===== config.mk =====
export PLATFORM = sky130hd
export DESIGN_NAME = fft64_share_ctl
export DESIGN_NICKNAME = d
export VERILOG_FILES = /design/src/rtl/fft64_share_ctl.sv
export SDC_FILE = /design/constraint.sdc
export NUM_CORES = 1
export LEC_CHECK = 0
export CORE_ASPECT_RATIO = 2
export CORE_MARGIN = 2
export CORE_UTILIZATION = 37
export DETAILED_ROUTE_END_ITERATION = 16
export GPL_ROUTABILITY_DRIVEN = 0
export PLACE_DENSITY = 0.87
export SYNTH_ARGS = -nofsm -noshare
export SYNTH_HDL_FRONTEND = slang
export SYNTH_SLANG_ARGS = --single-unit

===== constraint.sdc =====
create_clock -name CLK -period 6.5 [get_ports CLK]
set_clock_uncertainty 0.1 [all_clocks]
set_input_delay 1.3 -clock CLK [delete_from_list [all_inputs] [get_ports CLK]]
set_output_delay 1.3 -clock CLK [all_outputs]
set_load 0.02 [all_outputs]

===== src/rtl/fft64_share_ctl.sv =====
// Frame-granular round-robin sharing of one fft64 core between a forward (port 0)
// and an inverse (port 1, re/im swapped) requester, with in-order output steering.
module fft64_share_ctl #(
    parameter int width  = 11,
    parameter int FRAMES = 4
) (
    input  logic             CLK,
    input  logic             RST,
    input  logic             req0,
    input  logic             req1,
    output logic             gnt0,
    output logic             gnt1,
    output logic             rdy0,
    output logic             rdy1,
    input  logic             valid0,
    input  logic             valid1,
    input  logic [width-1:0] ar0,
    input  logic [width-1:0] ai0,
    input  logic [width-1:0] ar1,
    input  logic [width-1:0] ai1,
    output logic             core_valid_a,
    output logic [width-1:0] core_ar,
    output logic [width-1:0] core_ai,
    input  logic             core_full,
    input  logic             core_valid_o,
    input  logic [width-1:0] core_xr,
    input  logic [width-1:0] core_xi,
    output logic             core_rd_en,
    output logic             out_valid0,
    output logic             out_valid1,
    output logic [width-1:0] xr0,
    output logic [width-1:0] xi0,
    output logic [width-1:0] xr1,
    output logic [width-1:0] xi1,
    input  logic             rd_en0,
    input  logic             rd_en1
);

    localparam int AW = $clog2(FRAMES);
    localparam logic [AW:0] TAG_FULL = (AW + 1)'(FRAMES);

    typedef enum logic [1:0] {IDLE, FEED0, FEED1} state_t;

    state_t            state, state_nx;
    logic              last;
    logic [5:0]        in_cnt, out_cnt;
    logic [FRAMES-1:0] tag_mem;
    logic [AW-1:0]     wr_ptr, rd_ptr;
    logic [AW:0]       tag_cnt;

    logic tag_empty, tag_full, head, tag_push, tag_pop, push_id, accept;

    assign tag_empty = (tag_cnt == '0);
    assign tag_full  = (tag_cnt == TAG_FULL);
    assign head      = tag_mem[rd_ptr];

    assign gnt0   = (state == FEED0);
    assign gnt1   = (state == FEED1);
    assign rdy0   = gnt0 & ~core_full;
    assign rdy1   = gnt1 & ~core_full;
    assign accept = (valid0 & rdy0) | (valid1 & rdy1);

    // Output steering is purely combinational from the core and the head tag.
    assign out_valid0 = core_valid_o & ~tag_empty & ~head;
    assign out_valid1 = core_valid_o & ~tag_empty & head;
    assign core_rd_en = (out_valid0 & rd_en0) | (out_valid1 & rd_en1);
    assign tag_pop    = core_rd_en & (out_cnt == 6'd63);

    assign xr0 = out_valid0 ? core_xr : '0;
    assign xi0 = out_valid0 ? core_xi : '0;
    assign xr1 = out_valid1 ? core_xi : '0;
    assign xi1 = out_valid1 ? core_xr : '0;

    always_comb begin
        state_nx = state;
        tag_push = 1'b0;
        push_id  = 1'b0;
        case (state)
            IDLE: begin
                // A tag popping this cycle frees its slot for the new grant.
                if ((~tag_full | tag_pop) && (req0 | req1)) begin
                    push_id  = (req0 & req1) ? ~last : req1;
                    tag_push = 1'b1;
                    state_nx = push_id ? FEED1 : FEED0;
                end
            end
            FEED0: if (valid0 && rdy0 && in_cnt == 6'd63) state_nx = IDLE;
            FEED1: if (valid1 && rdy1 && in_cnt == 6'd63) state_nx = IDLE;
            default: state_nx = IDLE;
        endcase
    end

    always_comb begin
        core_valid_a = 1'b0;
        core_ar      = '0;
        core_ai      = '0;
        case (state)
            FEED0: begin
                core_valid_a = valid0 & rdy0;
                core_ar      = ar0;
                core_ai      = ai0;
            end
            FEED1: begin
                core_valid_a = valid1 & rdy1;
                core_ar      = ai1;
                core_ai      = ar1;
            end
            default: ;
        endcase
    end

    always_ff @(posedge CLK) begin
        if (RST) begin
            state   <= IDLE;
            last    <= 1'b1;
            in_cnt  <= '0;
            out_cnt <= '0;
            wr_ptr  <= '0;
            rd_ptr  <= '0;
            tag_cnt <= '0;
        end else begin
            state <= state_nx;
            if (tag_push) begin
                tag_mem[wr_ptr] <= push_id;
                wr_ptr          <= wr_ptr + AW'(1);
                last            <= push_id;
                in_cnt          <= '0;
            end else if (accept) begin
                in_cnt <= in_cnt + 6'd1;
            end
            if (core_rd_en) out_cnt <= out_cnt + 6'd1;
            if (tag_pop) rd_ptr <= rd_ptr + AW'(1);
            case ({tag_push, tag_pop})
                2'b10:   tag_cnt <= tag_cnt + (AW + 1)'(1);
                2'b01:   tag_cnt <= tag_cnt - (AW + 1)'(1);
                default: ;
            endcase
        end
    end

endmodule


==> results by group <==
Run status
  • Outcome: finished clean

Global routing
  • Total grt overflow: 0
  • Largest net degree at the start of global routing: 27
  • Initial antenna violation count: 0
  • Number of global-route vias before repair: 2351
  • GRT Total Usage: 20.8%
  • First-pass GRT wire length: 10400 um

Layout
  • Share of cells above drive strength 1: 2.30%
  • Final nets: 480
  • Number of diodes: 0
  • Non-Filler Instances: 452
  • Area grow syn2layout: 77.4%

Routing
  • Initial drt markers: 79
  • Vias per cell: 5.30
  • Routed via count: 2396
  • Detailed-route DRC error count: 0
  • Total Wirelength: 6150 um
  • Routed Antenna Nets: 0
  • Drt pass-1 iters: 4
  • Drt wl/cell: 13.6 um

Timing
  • Setup TNS: 0 ns
  • Max Freq: 199 MHz
  • Worst Tran Pin Value: 1.00 ns
  • Final worst slack: 1.49 ns
  • Fin crit period: 5.01 ns
  • # setup viols final: 0
  • Crit share post-route: 77.1%
  • Slew Viols, Final: 0
  • RSZ-0062 raised after global routing: no
  • Final Hold Vio Count: 0
  • Slew headroom: 33.0%
  • Final hold slack: 0.402 ns

Placement
  • Post-placement setup slack: 1.47 ns
  • HPWL Detailed: 5170 um
  • Inst Count DP: 448
  • # port buffers: 149

Logic synthesis
  • Top cell type's share of synthesized area: 21.6%
  • Yosys Warn Count: 0
  • Synthesized area per cell: 8.00 um^2
  • Synth top area cells: dfxtp_1 22%, and2_1 8.6%, a22oi_1 8.5%, nor2b_1 7.4%, and3_1 7.1%
  • Cell taking the most area after synthesis: dfxtp_1
  • Synthesized area: 0.00204 mm^2
  • Synth cell types: 38
  • Seq/Total Area, Yosys: 27.5%
  • Syn_nets: 342
  • Synth Instances: 255
  • Flops & latches, synth: 26

Power and ir drop
  • Tot Pwr: 0.928 mW
  • Part of the power in registers: 22.6%
  • Switching Share: 40.6%
  • Pwr per Cell Area: 257 mW/mm^2
  • Switching pwr: 0.377 mW
  • Comb pwr share: 63.1%
  • Worst VDD drop: 0.206 mV
  • Internal Power: 0.551 mW
  • Clock Power Share: 14.3%
  • Static leakage: 1.33 nW

Clock tree
  • Root Buffer: clkbuf_8
  • Hold-fix buffers, CTS: 0
  • Worst skew pair latency: 0.27 ns
  • Clock slew at reported path FFs: 0.08 ns
  • Number of clock sinks: 26
  • # H-tree levels: 1
  • Resized Gates After CTS: 0
  • CTS tree: built
  • TritonCTS Buffers: 3
  • # Post-CTS Setup Buffers: 0
  • Max clock buf depth: 2

Floorplanning
  • Die ar.: 0.00616 mm^2
  • # rows: 38
  • Core ar.: 0.00537 mm^2
  • Die H: 109 um
  • Starting Density: 38.0%
  • I/O Pins: 150
  • Die Width: 56.5 um

Worst setup path
  • CP Data Arrival Time: 3.61 ns
  • Critical path type: primary input to output port
  • Setup crit start kind: primary input
  • Worst endpoint required time: 5.10 ns
  • R2r endpoint: tag_cnt[2]$_SDFFE_PP0P_
  • Worst setup path endpoint: xi0[2]
  • Critical path startpoint: core_valid_o
  • R2R Setup Slk: 3.21 ns
  • Worst reg2reg startpoint: rd_ptr[0]$_SDFFE_PP0P_
  • CP Capture Type: output port
  • Worst R2R Path Depth: 9
  • Critical path fanouts, max: 23

Flow run
  • Max-cap violations: 0

Hold path
  • Worst Hold Class: flip-flop to flip-flop
-- cell type report --
| class | instances | area, um^2 |
|---|---|---|
| flip-flops and latches | 26 | 561 |
| clock inverters | 1 | 30.0 |
| fillers | 447 | 1760 |
| well taps | 60 | 75.1 |
| multi-input cells | 205 | 1390 |
| inverters | 8 | 30.0 |
| clock buffers | 3 | 41.3 |
| repair buffers | 149 | 1490 |
-- cell usage in the layout (no fill, tap or decap), types with 2 or more instances in the layout --
master           count
a21oi_1              6
and2_1              28
ha_1                10
o21ai_0              6
nor3_1               5
a22oi_1             23
nor2b_1             24
or3_1                2
inv_1                8
nand2_1              7
clkdlybuf4s50_1    149
nor4_1               2
nand3_1              9
edfxtp_1             4
clkbuf_8             3
dfxtp_1             22
nor2_1              25
o31a_1               2
xor2_1               6
and3_1              23
nand4_1              2
xnor2_1              9
-- worst min-delay path by stage --
stage	start	endpoint	slack [ns]	cells after the start
after global placement	in_cnt[1]$_SDFFE_PP0P_	in_cnt[1]$_SDFFE_PP0P_	0.38	2
after floorplan	in_cnt[1]$_SDFFE_PP0P_	in_cnt[1]$_SDFFE_PP0P_	0.37	2
after global routing	out_cnt[1]$_SDFFE_PP0P_	out_cnt[1]$_SDFFE_PP0P_	0.44	2
final	out_cnt[1]$_SDFFE_PP0P_	out_cnt[1]$_SDFFE_PP0P_	0.40	2
after detailed placement	out_cnt[1]$_SDFFE_PP0P_	out_cnt[1]$_SDFFE_PP0P_	0.39	2
after CTS	out_cnt[1]$_SDFFE_PP0P_	out_cnt[1]$_SDFFE_PP0P_	0.40	2
-- cell usage after synthesis --
cell type  number
and2_1         28
nor2_1         25
nor2b_1        24
a22oi_1        23
and3_1         23
dfxtp_1        22
clkbuf_1       15
ha_1           10
nand3_1         9
xnor2_1         9
inv_1           8
nand2_1         7
a21oi_1         6
o21ai_0         6
xor2_1          6
nor3_1          5
edfxtp_1        4
nand4_1         2
nor4_1          2
o31a_1          2
or3_1           2
a21oi_4         1
a311o_1         1
buf_1           1
fa_1            1
mux2_4          1
mux2i_1         1
mux2i_4         1
mux4_2          1
nand2b_2        1
nand3b_1        1
nand4b_1        1
nor3b_1         1
nor4b_1         1
o21ai_1         1
o22ai_1         1
o31ai_1         1
o32ai_1         1
-- kinds of logic (layout without fill, tap and decap cells) --
family          count (synthesis)  count (layout)  synth area share [%]
buf+inv                        24             161                  4.42
fa+ha+maj                      11              11                  7.12
xor+xnor                       15              15                  6.44
compound gates                 43              43                  14.9
flops                          26              26                  27.5
simple gates                  132             132                  36.2
mux                             4               4                  3.44
-- flip-flops by register name, summed over array words and instances, names as in the netlist --
register,flops
rd_ptr,2
tag_cnt,3
wr_ptr,2
tag_mem,4
out_cnt,6
in_cnt,6
state,2
last,1
-- worst max-delay path, cell delays in order --
cell and delay (ns):
clkdlybuf4s50_1 0.47, o31ai_1 0.19, nor2_1 0.81, and2_1 0.23
clkdlybuf4s50_1 0.60
-- stage by stage --
| step | util, % | instance area, um^2 |
|---|---|---|
| 4_1_cts | 67.3 | 3620 |
| 2_1_floorplan | - | 2040 |
| 5_1_grt | 67.3 | 3620 |
| 3_5_place_dp | 66.0 | 3550 |
| 3_3_place_gp | 66.0 | 3550 |
| 6_report | 67.3 | 3620 |
-- layer usage --
metal  wire length (um)  global-route usage [%]
met4                 82                    6.46
met1               2070                    20.7
met2               3280                    40.4
met5                  0                       0
met3                713                    5.58
-- power groups by stage --
stage | Sequential, mW | Clock, mW | Combinational [mW]
CTS | 0.210 | 0.135 | 0.592
floorplan | 0.208 | 0 | 0.366
global placement | 0.212 | 0 | 0.577
detailed placement | 0.214 | 0 | 0.589
finish | 0.210 | 0.132 | 0.586
global route | 0.214 | 0.141 | 0.645
Note: power is estimated with default switching activity, not from simulation.
